### src/rtl/smartwatch_mode_ctrl.sv
// Smartwatch mode/edit controller: button edge detection, six-state mode FSM,
// time-set, alarm and stopwatch registers. Optional blink via SMARTWATCH_BLINK_EN.
module smartwatch_mode_ctrl (
  input  logic       clk,
  input  logic       reset,
  input  logic       tick,
  input  logic       mode_btn,
  input  logic       inc_btn,
  input  logic       clr_btn,
  input  logic [4:0] cur_hour,
  input  logic [5:0] cur_minute,
  output logic [4:0] hours_initial,
  output logic [5:0] minutes_initial,
  output logic [5:0] seconds_initial,
  output logic       load_time,
  output logic [4:0] alarm_hours,
  output logic [5:0] alarm_minutes,
  output logic       alarm_enable,
  output logic       start_stopwatch,
  output logic       reset_stopwatch,
  output logic [2:0] mode,
  output logic       blink
);

  typedef enum logic [2:0] {
    CLOCK   = 3'd0,
    SET_HR  = 3'd1,
    SET_MIN = 3'd2,
    AL_HR   = 3'd3,
    AL_MIN  = 3'd4,
    STOPW   = 3'd5
  } state_t;

  state_t     state_reg, state_next;
  logic       mode_prev_reg, inc_prev_reg, clr_prev_reg;
  logic [4:0] hours_reg, hours_next;
  logic [5:0] minutes_reg, minutes_next;
  logic [4:0] alarm_hours_reg, alarm_hours_next;
  logic [5:0] alarm_minutes_reg, alarm_minutes_next;
  logic       alarm_enable_reg, alarm_enable_next;
  logic       start_sw_reg, start_sw_next;
  logic       reset_sw_reg, reset_sw_next;
  logic       load_time_reg, load_time_next;
  logic       blink_reg, blink_next;

  logic mode_ev, inc_ev, clr_ev, inc_act, clr_act;

  assign mode_ev = mode_btn & ~mode_prev_reg;
  assign inc_ev  = inc_btn  & ~inc_prev_reg;
  assign clr_ev  = clr_btn  & ~clr_prev_reg;
  // A mode event swallows any inc/clr event arriving in the same cycle.
  assign inc_act = inc_ev & ~mode_ev;
  assign clr_act = clr_ev & ~mode_ev;

  always_comb begin
    state_next         = state_reg;
    hours_next         = hours_reg;
    minutes_next       = minutes_reg;
    alarm_hours_next   = alarm_hours_reg;
    alarm_minutes_next = alarm_minutes_reg;
    alarm_enable_next  = alarm_enable_reg;
    start_sw_next      = start_sw_reg;
    reset_sw_next      = 1'b0;
    load_time_next     = 1'b0;

    case (state_reg)
      CLOCK: begin
        if (mode_ev) begin
          state_next   = SET_HR;
          hours_next   = cur_hour;
          minutes_next = cur_minute;
        end else if (inc_act) begin
          alarm_enable_next = ~alarm_enable_reg;
        end
      end
      SET_HR: begin
        if (mode_ev)
          state_next = SET_MIN;
        else if (inc_act)
          hours_next = (hours_reg >= 5'd23) ? 5'd0 : hours_reg + 5'd1;
      end
      SET_MIN: begin
        if (mode_ev) begin
          state_next     = AL_HR;
          load_time_next = 1'b1;
        end else if (inc_act) begin
          minutes_next = (minutes_reg >= 6'd59) ? 6'd0 : minutes_reg + 6'd1;
        end
      end
      AL_HR: begin
        if (mode_ev)
          state_next = AL_MIN;
        else if (inc_act)
          alarm_hours_next = (alarm_hours_reg >= 5'd23) ? 5'd0 : alarm_hours_reg + 5'd1;
      end
      AL_MIN: begin
        if (mode_ev)
          state_next = STOPW;
        else if (inc_act)
          alarm_minutes_next = (alarm_minutes_reg >= 6'd59) ? 6'd0 : alarm_minutes_reg + 6'd1;
      end
      STOPW: begin
        if (mode_ev) begin
          state_next = CLOCK;
        end else begin
          if (inc_act)
            start_sw_next = ~start_sw_reg;
          // clear overrides a simultaneous toggle
          if (clr_act) begin
            reset_sw_next = 1'b1;
            start_sw_next = 1'b0;
          end
        end
      end
      default: state_next = CLOCK;
    endcase
  end

`ifdef SMARTWATCH_BLINK_EN
  always_comb begin
    blink_next = blink_reg;
    if (state_next == CLOCK || state_next == STOPW)
      blink_next = 1'b0;
    else if (tick)
      blink_next = ~blink_reg;
  end
`else
  logic unused_tick;
  assign unused_tick = tick;
  assign blink_next  = 1'b0;
`endif

  always_ff @(posedge clk) begin
    if (!reset) begin
      state_reg         <= CLOCK;
      mode_prev_reg     <= 1'b0;
      inc_prev_reg      <= 1'b0;
      clr_prev_reg      <= 1'b0;
      hours_reg         <= 5'd0;
      minutes_reg       <= 6'd0;
      alarm_hours_reg   <= 5'd0;
      alarm_minutes_reg <= 6'd0;
      alarm_enable_reg  <= 1'b0;
      start_sw_reg      <= 1'b0;
      reset_sw_reg      <= 1'b0;
      load_time_reg     <= 1'b0;
      blink_reg         <= 1'b0;
    end else begin
      state_reg         <= state_next;
      mode_prev_reg     <= mode_btn;
      inc_prev_reg      <= inc_btn;
      clr_prev_reg      <= clr_btn;
      hours_reg         <= hours_next;
      minutes_reg       <= minutes_next;
      alarm_hours_reg   <= alarm_hours_next;
      alarm_minutes_reg <= alarm_minutes_next;
      alarm_enable_reg  <= alarm_enable_next;
      start_sw_reg      <= start_sw_next;
      reset_sw_reg      <= reset_sw_next;
      load_time_reg     <= load_time_next;
      blink_reg         <= blink_next;
    end
  end

  assign mode            = state_reg;
  assign hours_initial   = hours_reg;
  assign minutes_initial = minutes_reg;
  assign seconds_initial = 6'd0;
  assign load_time       = load_time_reg;
  assign alarm_hours     = alarm_hours_reg;
  assign alarm_minutes   = alarm_minutes_reg;
  assign alarm_enable    = alarm_enable_reg;
  assign start_stopwatch = start_sw_reg;
  assign reset_stopwatch = reset_sw_reg;
  assign blink           = blink_reg;

endmodule

### config.mk
export PLATFORM = sky130hd
export DESIGN_NAME = smartwatch_mode_ctrl
export DESIGN_NICKNAME = d
export VERILOG_FILES = /design/src/rtl/smartwatch_mode_ctrl.sv
export SDC_FILE = /design/constraint.sdc
export NUM_CORES = 1
export LEC_CHECK = 0
export CAP_MARGIN = 20
export CORE_MARGIN = 2
export CORE_UTILIZATION = 50
export CTS_CLUSTER_DIAMETER = 80
export CTS_CLUSTER_SIZE = 14
export DETAILED_ROUTE_END_ITERATION = 6
export DONT_BUFFER_PORTS = 1
export PLACE_DENSITY = 0.76
export SLEW_MARGIN = 20
export SYNTH_ARGS = -nofsm -noshare
export SYNTH_HDL_FRONTEND = slang
export SYNTH_SLANG_ARGS = --single-unit
### constraint.sdc
create_clock -name clk -period 3.3 [get_ports clk]
set_clock_uncertainty 0.1 [all_clocks]
set_input_delay 0.495 -clock clk [delete_from_list [all_inputs] [get_ports clk]]
set_output_delay 0.495 -clock clk [all_outputs]
set_load 0.03 [all_outputs]
==> results_dict.tcl <==
set metrics [dict create \
    critPathRequiredTime_ps 3450 \
    yosysSeqAreaShare_pct 35.7 \
    rows 21 \
    min_period_ps 2260 \
    syn_inst 208 \
    cts_setup_buffers 0 \
    coreArea_mm2 0.00339 \
    cts_root_buf "clkbuf_4" \
    drc 0 \
    nFillCells 321 \
    cts.htree.levels 2 \
    grt_max_degree 17 \
    rsz0062_at_grt "false" \
    via_count 1506 \
    grt_usage_pct 19.8 \
    tns_ps 0 \
    critPathKind "register to register" \
    nets 228 \
    place_inst 246 \
    avgRoutedWirePerCell_um 15.2 \
    yosys.cell_types.count 56 \
    synth_top_area_share_pct 35.7 \
    hold_buffers 0 \
    cts.clk_slew.worst_paths_ps 100 \
    vdd_drop_max_v 0.000224 \
    syn_to_final_growth_pct 4.88 \
    cts_buffers 5 \
    yosysWarningCount 0 \
    maxCapViolCount 0 \
    hold_class "input port to register" \
    layout-drive-gt1-share_pct 9.13 \
    antenna_found_initial 0 \
    finalHoldViolCount 0 \
    worstPathArrival_ps 2410 \
    start_util_pct 53.0 \
    endpoint_kind "register" \
    cts.sinks 32 \
    gr-total-overflow 0 \
    final_common_cell "dfxtp_1" \
    ant_nets 0 \
    synth-edff-count 0 \
    grt_pass1_vias 1408 \
    syn_area_mm2 0.00180 \
    synth_flop_cell "dfxtp_1" \
    portBuffers 0 \
    synth.area.top_cells "dfxtp_1, buf_4, nor2_1" \
    crit_path_max_incr_delay_ps 810 \
    drv_slew 0 \
    layout_common_cells "dfxtp_1, nor2_1, nand2_1, a21oi_1" \
    first_pass_iters 4 \
    io_pins 53 \
    wl_um 3870 \
    path_buf_inv 0 \
    timing.critical_path.max_delay_family "flip-flops" \
    grt_pass1_wl_um 6400 \
    instances_no_fill 254 \
    critPathMaxFanout 13 \
    yosys.area.top_type "dfxtp_1" \
    globalplace.congestion 0.794 \
    power.total_uw 946 \
    drt-initial-drc-count 112 \
    path_cells "or3b_1, a211oi_4, o21bai_1, a311oi_1" \
    die_width_um 63.9 \
    hpwl_um 2720 \
    setup_viol_count_final 0 \
    fin_crit_sh_pct 68.5 \
    worstMarginPinSlew_ps 731 \
    status "finished clean" \
    relSlewSlack_pct 51.2 \
    avgViaCountPerCell 5.93 \
    worstSkewPairLatency_ps 350 \
    p_per_area_mw_per_mm2 502 \
    synthArstFlopShare_pct 0 \
    post_cts_resize_count 0 \
    fmax_mhz 442 \
    n_antenna_cell 0 \
    startpoint_type "register" \
    fp.dieH_um 63.9 \
    die-area_mm2 0.00409 \
    synth_seq_cells 32 \
    total_leakage_power_nw 0.685 \
    cp_slowest_cell "dfxtp_1" \
    cts.path.max_buffers 2 \
    syn_avg_cell_area_um2 8.63 \
    cts_tree "built" \
]
[synthesized netlist by cell type (3+ instances only)]
library cell,n
dfxtp_1,32
nor2_1,16
nand2_1,13
a21oi_1,11
buf_4,9
nor3_1,9
o21ai_0,9
nand3_1,7
and2_1,5
inv_1,5
nand3b_1,5
nand4_1,5
xor2_1,5
buf_2,4
ha_1,4
nor4_1,4
a311oi_1,3
and3_1,3
clkbuf_1,3
nand4b_1,3
o31ai_1,3
or3_1,3
xnor2_1,3
[kinds of logic after synthesis]
kind of cell	Yosys count	share of synthesized area, %
AOI/OAI and AO/OA	51	20.3
and+or+nand+nor	88	28.8
adders and majority gates	4	2.79
DFF	32	35.7
other	1	0.209
muxes	2	1.12
buffers and inverters	22	7.18
xor gates and xnor gates	8	3.90
[through the flow]
step                setup slack, ps  area [µm²]  utilization, %  hold slack [ps]
global placement               1120        1790            52.8              299
global route                    878        1880            55.6              156
finish                         1040        1880            55.6              161
CTS                            1050        1880            55.6              151
detailed placement             1070        1790            52.8              318
floorplan                      1510        1820               -              290
[per-layer routing]
layer  share of wire, %  vias up  track usage [%]
met1                 44      689             22.9
met3                8.9        7             7.57
met5                  0        -                0
li1                   -      763                -
met4                1.5        0             7.34
met2                 45       47             33.1
[final cells by class]
class,instances,area [µm²],share of cell area (%)
Clock buffer,7,65.1,3.46
Clock inverter,1,30.0,1.59
Inverter,5,18.8,0.997
Multi-Input combinational cell,160,1050,55.7
Sequential cell,32,641,34.0
Tap cell,46,57.6,3.06
Timing Repair Buffer,3,22.5,1.20
[path summary, 6_finish.rpt]
check	startpoint	endpoint	slack, ps	cells past startpoint
setup / recovery	mode[0]	hours_initial[0]	1040	4
hold / removal	inc_btn	inc_prev_reg	160	1
setup reg to reg	mode[0]	hours_initial[0]	1040	4
hold reg to reg	clr_prev_reg	reset_stopwatch	330	1
[report_power, final]
group | internal (mW) | total (mW) | switching, mW | leakage (nW)
clock | 0.201 | 0.340 | 0.139 | 0.0515
combinational | 0.0505 | 0.125 | 0.0740 | 0.372
sequential | 0.407 | 0.482 | 0.0751 | 0.261
total | 0.658 | 0.946 | 0.288 | 0.685
(Power assumes the default switching activity.)
